$ cat src/rtl/mac_accumulator.sv
// Sums bursts of unsigned product beats into a one-deep valid/ready result register.
// Optional MAC_ACCUMULATOR_SATURATE_EN: clamp the sum at all-ones instead of wrapping.
module mac_accumulator #(
  parameter int unsigned P_WIDTH   = 6,
  parameter int unsigned ACC_WIDTH = 10,
  parameter int unsigned CNT_WIDTH = 4
) (
  input  logic                 clk_i,
  input  logic                 reset_an_i,
  input  logic                 reset_i,
  input  logic                 prod_valid_i,
  input  logic [P_WIDTH-1:0]   prod_data_i,
  input  logic                 prod_last_i,
  output logic                 stall_o,
  output logic                 acc_valid_o,
  input  logic                 acc_ready_i,
  output logic [ACC_WIDTH-1:0] acc_data_o,
  output logic [CNT_WIDTH-1:0] acc_count_o,
  output logic                 overflow_o
);

  localparam int unsigned SUM_WIDTH = ACC_WIDTH + 1;

  localparam logic [0:0] S_IDLE  = 1'b0;
  localparam logic [0:0] S_ACCUM = 1'b1;

  logic [0:0]           state_q, state_d;
  logic [ACC_WIDTH-1:0] acc_q, acc_d;
  logic [CNT_WIDTH-1:0] cnt_q, cnt_d;
  logic                 ovf_q, ovf_d;
  logic                 valid_d;
  logic [ACC_WIDTH-1:0] data_d;
  logic [CNT_WIDTH-1:0] count_d;
  logic                 oflow_d;

  logic                 accept;
  logic [SUM_WIDTH-1:0] sum;
  logic                 carry;
  logic [ACC_WIDTH-1:0] beat_acc;
  logic [CNT_WIDTH-1:0] beat_cnt;
  logic                 beat_ovf;

  // Backpressure only when a held result is not being drained this cycle.
  assign stall_o = acc_valid_o & ~acc_ready_i;
  assign accept  = prod_valid_i & ~stall_o;

  // Running values including the current beat.
  always_comb begin
    sum      = SUM_WIDTH'(acc_q) + SUM_WIDTH'(prod_data_i);
    carry    = sum[ACC_WIDTH];
    beat_acc = ACC_WIDTH'(prod_data_i);
    beat_cnt = CNT_WIDTH'(1);
    beat_ovf = 1'b0;
    if (state_q == S_ACCUM) begin
`ifdef MAC_ACCUMULATOR_SATURATE_EN
      beat_acc = carry ? {ACC_WIDTH{1'b1}} : sum[ACC_WIDTH-1:0];
`else
      beat_acc = sum[ACC_WIDTH-1:0];
`endif
      beat_cnt = (cnt_q == {CNT_WIDTH{1'b1}}) ? cnt_q : cnt_q + CNT_WIDTH'(1);
      beat_ovf = ovf_q | carry;
    end
  end

  // Next-state and output-register logic.
  always_comb begin
    state_d = state_q;
    acc_d   = acc_q;
    cnt_d   = cnt_q;
    ovf_d   = ovf_q;
    valid_d = acc_valid_o;
    data_d  = acc_data_o;
    count_d = acc_count_o;
    oflow_d = overflow_o;

    if (acc_valid_o && acc_ready_i) begin
      valid_d = 1'b0;
    end

    if (accept) begin
      acc_d = beat_acc;
      cnt_d = beat_cnt;
      ovf_d = beat_ovf;
      if (prod_last_i) begin
        state_d = S_IDLE;
        valid_d = 1'b1;
        data_d  = beat_acc;
        count_d = beat_cnt;
        oflow_d = beat_ovf;
      end else begin
        state_d = S_ACCUM;
      end
    end

    if (reset_i) begin
      state_d = S_IDLE;
      acc_d   = '0;
      cnt_d   = '0;
      ovf_d   = 1'b0;
      valid_d = 1'b0;
      data_d  = '0;
      count_d = '0;
      oflow_d = 1'b0;
    end
  end

  always_ff @(posedge clk_i or negedge reset_an_i) begin
    if (!reset_an_i) begin
      state_q     <= S_IDLE;
      acc_q       <= '0;
      cnt_q       <= '0;
      ovf_q       <= 1'b0;
      acc_valid_o <= 1'b0;
      acc_data_o  <= '0;
      acc_count_o <= '0;
      overflow_o  <= 1'b0;
    end else begin
      state_q     <= state_d;
      acc_q       <= acc_d;
      cnt_q       <= cnt_d;
      ovf_q       <= ovf_d;
      acc_valid_o <= valid_d;
      acc_data_o  <= data_d;
      acc_count_o <= count_d;
      overflow_o  <= oflow_d;
    end
  end

endmodule

$ cat config.mk
export PLATFORM = sky130hd
export DESIGN_NAME = mac_accumulator
export DESIGN_NICKNAME = d
export VERILOG_FILES = /design/src/rtl/mac_accumulator.sv
export SDC_FILE = /design/constraint.sdc
export NUM_CORES = 1
export LEC_CHECK = 0
export CORE_MARGIN = 4
export CORE_UTILIZATION = 29
export DETAILED_ROUTE_END_ITERATION = 7
export GPL_ROUTABILITY_DRIVEN = 0
export SKIP_LAST_GASP = 1
export SLEW_MARGIN = 20
export SYNTH_ARGS = -nofsm -noshare
export SYNTH_HDL_FRONTEND = slang
export SYNTH_SLANG_ARGS = --single-unit
$ cat constraint.sdc
create_clock -name clk_i -period 2.39 [get_ports clk_i]
set_input_delay 0.239 -clock clk_i [delete_from_list [all_inputs] [get_ports clk_i]]
set_output_delay 0.239 -clock clk_i [all_outputs]
set_load 0.1 [all_outputs]
Word level (Yosys, flattened, before mapping)
Cells that the tools add are included.
{ "op_classes": {"reduce_logical": 4, "eq_ne": 1, "mux": 26, "bitwise": 5, "addsub": 2} }
{ "op_table": {"columns": ["cell", "n"], "rows": [
  ["2-to-1 mux 10 bit", 6],
  ["2-to-1 mux 4 bit", 7],
  ["2-to-1 mux 1 bit", 13],
  ["adder 10 x 6 -> 11 bit", 1],
  ["adder 4 x 1 -> 4 bit, second input constant", 1],
  ["equality test 4 bit, second input constant", 1],
  ["nonzero test 2 bit", 2],
  ["bitwise AND 1 bit", 2],
  ["NOT 1 bit", 2],
  ["AND reduction 2 bit", 1],
  ["logical AND 1 bit", 1],
  ["OR 1 bit", 1]
]} }
{ "word_totals": {"output_inout_bits": 17, "ff_bits": 32, "in_bits": 12, "elab_cells": 46} }

Longest topological paths before layout
{ "logic_depth": {"word_depth": 6, "depth_mapped": 7, "ltp_nobuf": 7} }

Least setup slack after synthesis
Ideal clock, no wire load.
{ "synth_timing": {"kind": "register to register", "from": "register acc_valid_o", "to": "register acc_data_o[2]", "arrival_ns": 2.489, "n_path_buf": 0, "setup_ns": 0.126, "path_slack_ns": -0.225, "path_stages_with_launch": 6, "required_ns": 2.264, "synth_period_minus_slack_ns": 2.615, "path_cell_list": "dfrtp_1 > nand2b_4 > inv_1 > nor2_4 > nor2_1 > mux2_2"} }
{ "synth_between": {"elab_chain_len": 5} }
{ "synth_lines": {"columns": ["element", "line", "text"], "rows": [
  ["from (decl)", "15", "output logic acc_valid_o,"],
  ["from (signal assigned)", "122", "acc_valid_o <= valid_d;"],
  ["bitwise AND 1 bit", "44", "assign stall_o = acc_valid_o & ~acc_ready_i;"],
  ["named net stall_o", "14", "output logic stall_o,"],
  ["NOT 1 bit", "45", "assign accept = prod_valid_i & ~stall_o;"],
  ["bitwise AND 1 bit", "45", null],
  ["nonzero test 2 bit (no source line)", null, null],
  ["AND reduction 2 bit (no source line)", null, null],
  ["to (signal assigned)", "123", "acc_data_o <= data_d;"],
  ["to (decl)", "17", "output logic [ACC_WIDTH-1:0] acc_data_o,"]
]} }
The timed path passes the listed nets, and every way through them passes these cells.
A chain may end at the register's enable or synchronous reset.

Final worst setup path
{ "layout_timing": {"from": "input prod_data_i[0]", "to": "register acc_data_o[6]"} }
{ "layout_between": {"elab_chain_len": 5} }
{ "layout_lines": {"columns": ["element", "line", "text"], "rows": [
  ["from (decl)", "12", "input logic [P_WIDTH-1:0] prod_data_i,"],
  ["adder 10 x 6 -> 11 bit", "49", "sum = SUM_WIDTH'(acc_q) + SUM_WIDTH'(prod_data_i);"],
  ["2-to-1 mux 10 bit", "54", "if (state_q == S_ACCUM) begin"],
  ["2-to-1 mux 10 bit", "84", "if (prod_last_i) begin"],
  ["2-to-1 mux 10 bit", "80", "if (accept) begin"],
  ["2-to-1 mux 10 bit", "95", "if (reset_i) begin"]
]} }
No other way between the ends. The select of a mux whose other input is x is not followed.

==> impl_results.md <==
* Status: finished, final reports clean
* Fillers at 593
* Clk buf depth at 2
* Multi-input logic area at 913 sq um
* Antenna diodes at 0
* Ys async rst share at 1.00
* Final hold vios at 0
* Simple-gate area share of the yosys netlist at 0.134
* Vias in the first global route at 1404
* Sum Neg Setup Slack at 0 ps
* DRT iter0 DRCs at 41
* Overall power at 1.41 mW
* WP data required at 2580 ps
* Fin crit period at 1970 ps
* Most frequent cells after synthesis: dfrtp_1 (32), nand2_1 (19), o21ai_0 (14)
* CTS sink count at 32
* Initial antenna violation count at 0
* Top-count cell post-synth: dfrtp_1
* Post-synth EDFFs at 0
* Slowest stage cell, crit path: clkdlybuf4s50_1
* Critical Path Max Stage Delay at 430 ps
* Warnings from Yosys at 0
* Global-route wire length before repair at 6.76 mm
* Max-Slew Margin vs Limit at 0.628
* Dominant cell type by area after synthesis: dfrtp_1
* Leakage at 0.979 nW
* CP endpoint kind: flop
* Largest family of logic cells by synthesized area: compound AO/OA/AOI/OAI gates
* Design Area, Final at 2200 sq um
* Port-buffer cells at 28
* Wirelength per Cell at 13.6 microns
* Synth top area cells: dfrtp_1 (45%), mux2_2 (5.1%), ha_1 (5.0%)
* H-tree depth at 2
* Top FF cell, synth: dfrtp_1
* Die height at 85.9 microns
* Cell chain of the critical path: clkdlybuf4s50_1, ha_1, fa_1, a21oi_1, buf_4, o21ai_2, o21ai_2, xnor2_1, o31ai_2
* Root Driver: clkbuf_8
* TritonCTS clock tree: done
* Post-synthesis compound-gate area fraction at 0.210
* Detailed placement HPWL at 2.77 mm
* Vias at 1372
* # rows at 28
* CP Max Fanout at 5
* Core footprint at 5920 sq um
* Critical path type: input port to flop
* Die area at 7390 sq um
* # setup viols final at 0
* Post_cts resized at 0
* Synth Area in Adders at 0.0611
* Mux share of post-synthesis cell area at 0.0682
* Placed inst area at 2110 sq um
* Final nets at 229
* CTS Buf Count at 5
* Seq/Total Area, Yosys at 0.455
* Setup crit start kind: input port
* Peak supply drop at 0.000200 V
* Yosys reg bits at 32
* # DRC at 0
* RSZ-0062 raised after global routing: false
* Xor/xnor share of the synthesized area at 0.0447
* Largest net degree at the start of global routing at 33
* Gr usage total at 0.116
* Post-route antenna net violation count at 0
* Avg Cell Area, Syn at 10.2 sq um
* Worst-Margin Slew at 552 ps
* Total global routing overflow at 0
* Clock slew at reported path FFs at 70 ps
* # IOs at 29
* Register area at 802 sq um
* Die X at 85.9 microns
* Syn nets at 193
* Starting Density at 0.298
* Synthesized area at 1760 sq um
* Max_cap viols at 0
* Iteration count of the initial detailed-routing pass at 4
* Synth Instances at 173
* Layout cell share with drive strength beyond 1 at 0.248
* HP Class: input port to asynchronous set/reset pin
* Yosys top cell area share at 0.455
* Power Density at 640 nW/um^2
* CTS Hold Buffers Added at 0
* Critical path arrival at 2160 ps
* Area Growth Syn to Fin at 25.1%
* Total wire length at 3.87 mm
* Util after Layout at 0.372
* Netlist cell types at 41
* Tcrit/Tclk final at 0.825
* Max Slew Vio Count at 0
* Via/cell ratio at 4.81
* Worst skew pair latency at 280 ps
* Cell mode on critical path: o21ai_2
* Post-CTS setup buffers at 0
* Worst clock skew at 6.60 ps
* Achievable Freq at 507 MHz
## worst paths after layout
path                       depth (start not counted)        endpoint  slack, ps            from
hold / removal                                     2  acc_count_o[2]        360      reset_an_i
min in group clk_i                                 2  acc_count_o[2]        480  acc_count_o[2]
setup / recovery                                   9   acc_data_o[6]        420  prod_data_i[0]
setup reg to reg                                   8   acc_data_o[6]        460        acc_q[0]
hold reg to reg                                    2  acc_count_o[2]        480  acc_count_o[2]
max in group asynchronous                          2     acc_valid_o       1720      reset_an_i
## layout make-up
type | instances | share of cell area
Multi-Input combinational cell | 131 | 0.414
Inverter | 5 | 0.0102
Tap cell | 75 | 0.0426
Timing Repair Buffer | 34 | 0.128
Sequential cell | 32 | 0.364
Clock buffer | 8 | 0.0409
## flip-flops by register name, summed over array words and instances (netlist names)
register / flops
cnt_q: 4
ovf_q: 1
acc_valid_o: 1
acc_count_o: 4
overflow_o: 1
acc_q: 10
state_q: 1
acc_data_o: 10
## cells in the final DEF (no fill, tap or decap), types with 3 or more instances in the layout
master,count
a211oi_1,9
a21o_1,3
a21oi_1,9
buf_4,23
clkbuf_8,6
clkdlybuf4s50_1,11
dfrtp_1,31
ha_1,7
inv_1,3
mux2_2,8
mux2i_1,3
nand2_1,19
nand3_1,7
nor2_1,13
o21ai_0,14
o21ai_2,3
or3_1,4
xnor2_1,7
## cell families after synthesis
kind of cell             Yosys count
AO/OA/AOI/OAI                     53
AND/OR/NAND/NOR                   50
flip-flops                        32
multiplexers                      11
buffers and inverters             10
XOR/XNOR                           9
adder cells (fa/ha/maj)            8
## layer usage
metal,vias up,GRT usage,wire (microns)
met5,-,0,0
met4,0,0.0403,45
met3,6,0.0403,190
met2,21,0.182,1750
met1,649,0.148,1880
li1,696,-,-
## worst max-delay path, delay by kind of cell
kind | cells | cell delay (ps)
compound gates | 4 | 570
xor+xnor | 1 | 120
fa+ha+maj | 2 | 660
buf+inv | 2 | 570
## where the power goes
group / switching (mW) / leakage [nW] / internal [mW]
clock: 0.191 / 0.0455 / 0.235
sequential: 0.0236 / 0.430 / 0.573
combinational: 0.257 / 0.504 / 0.131
## per-stage QoR
step	hold slack, ps	std cells	setup slack [ps]
6_report	363	285	419
5_1_grt	397	285	298
4_1_cts	372	285	416
3_5_place_dp	477	277	123
3_3_place_gp	470	277	118
2_1_floorplan	-56.6	173	226
No activity file was read; power rests on OpenSTA's default activity.
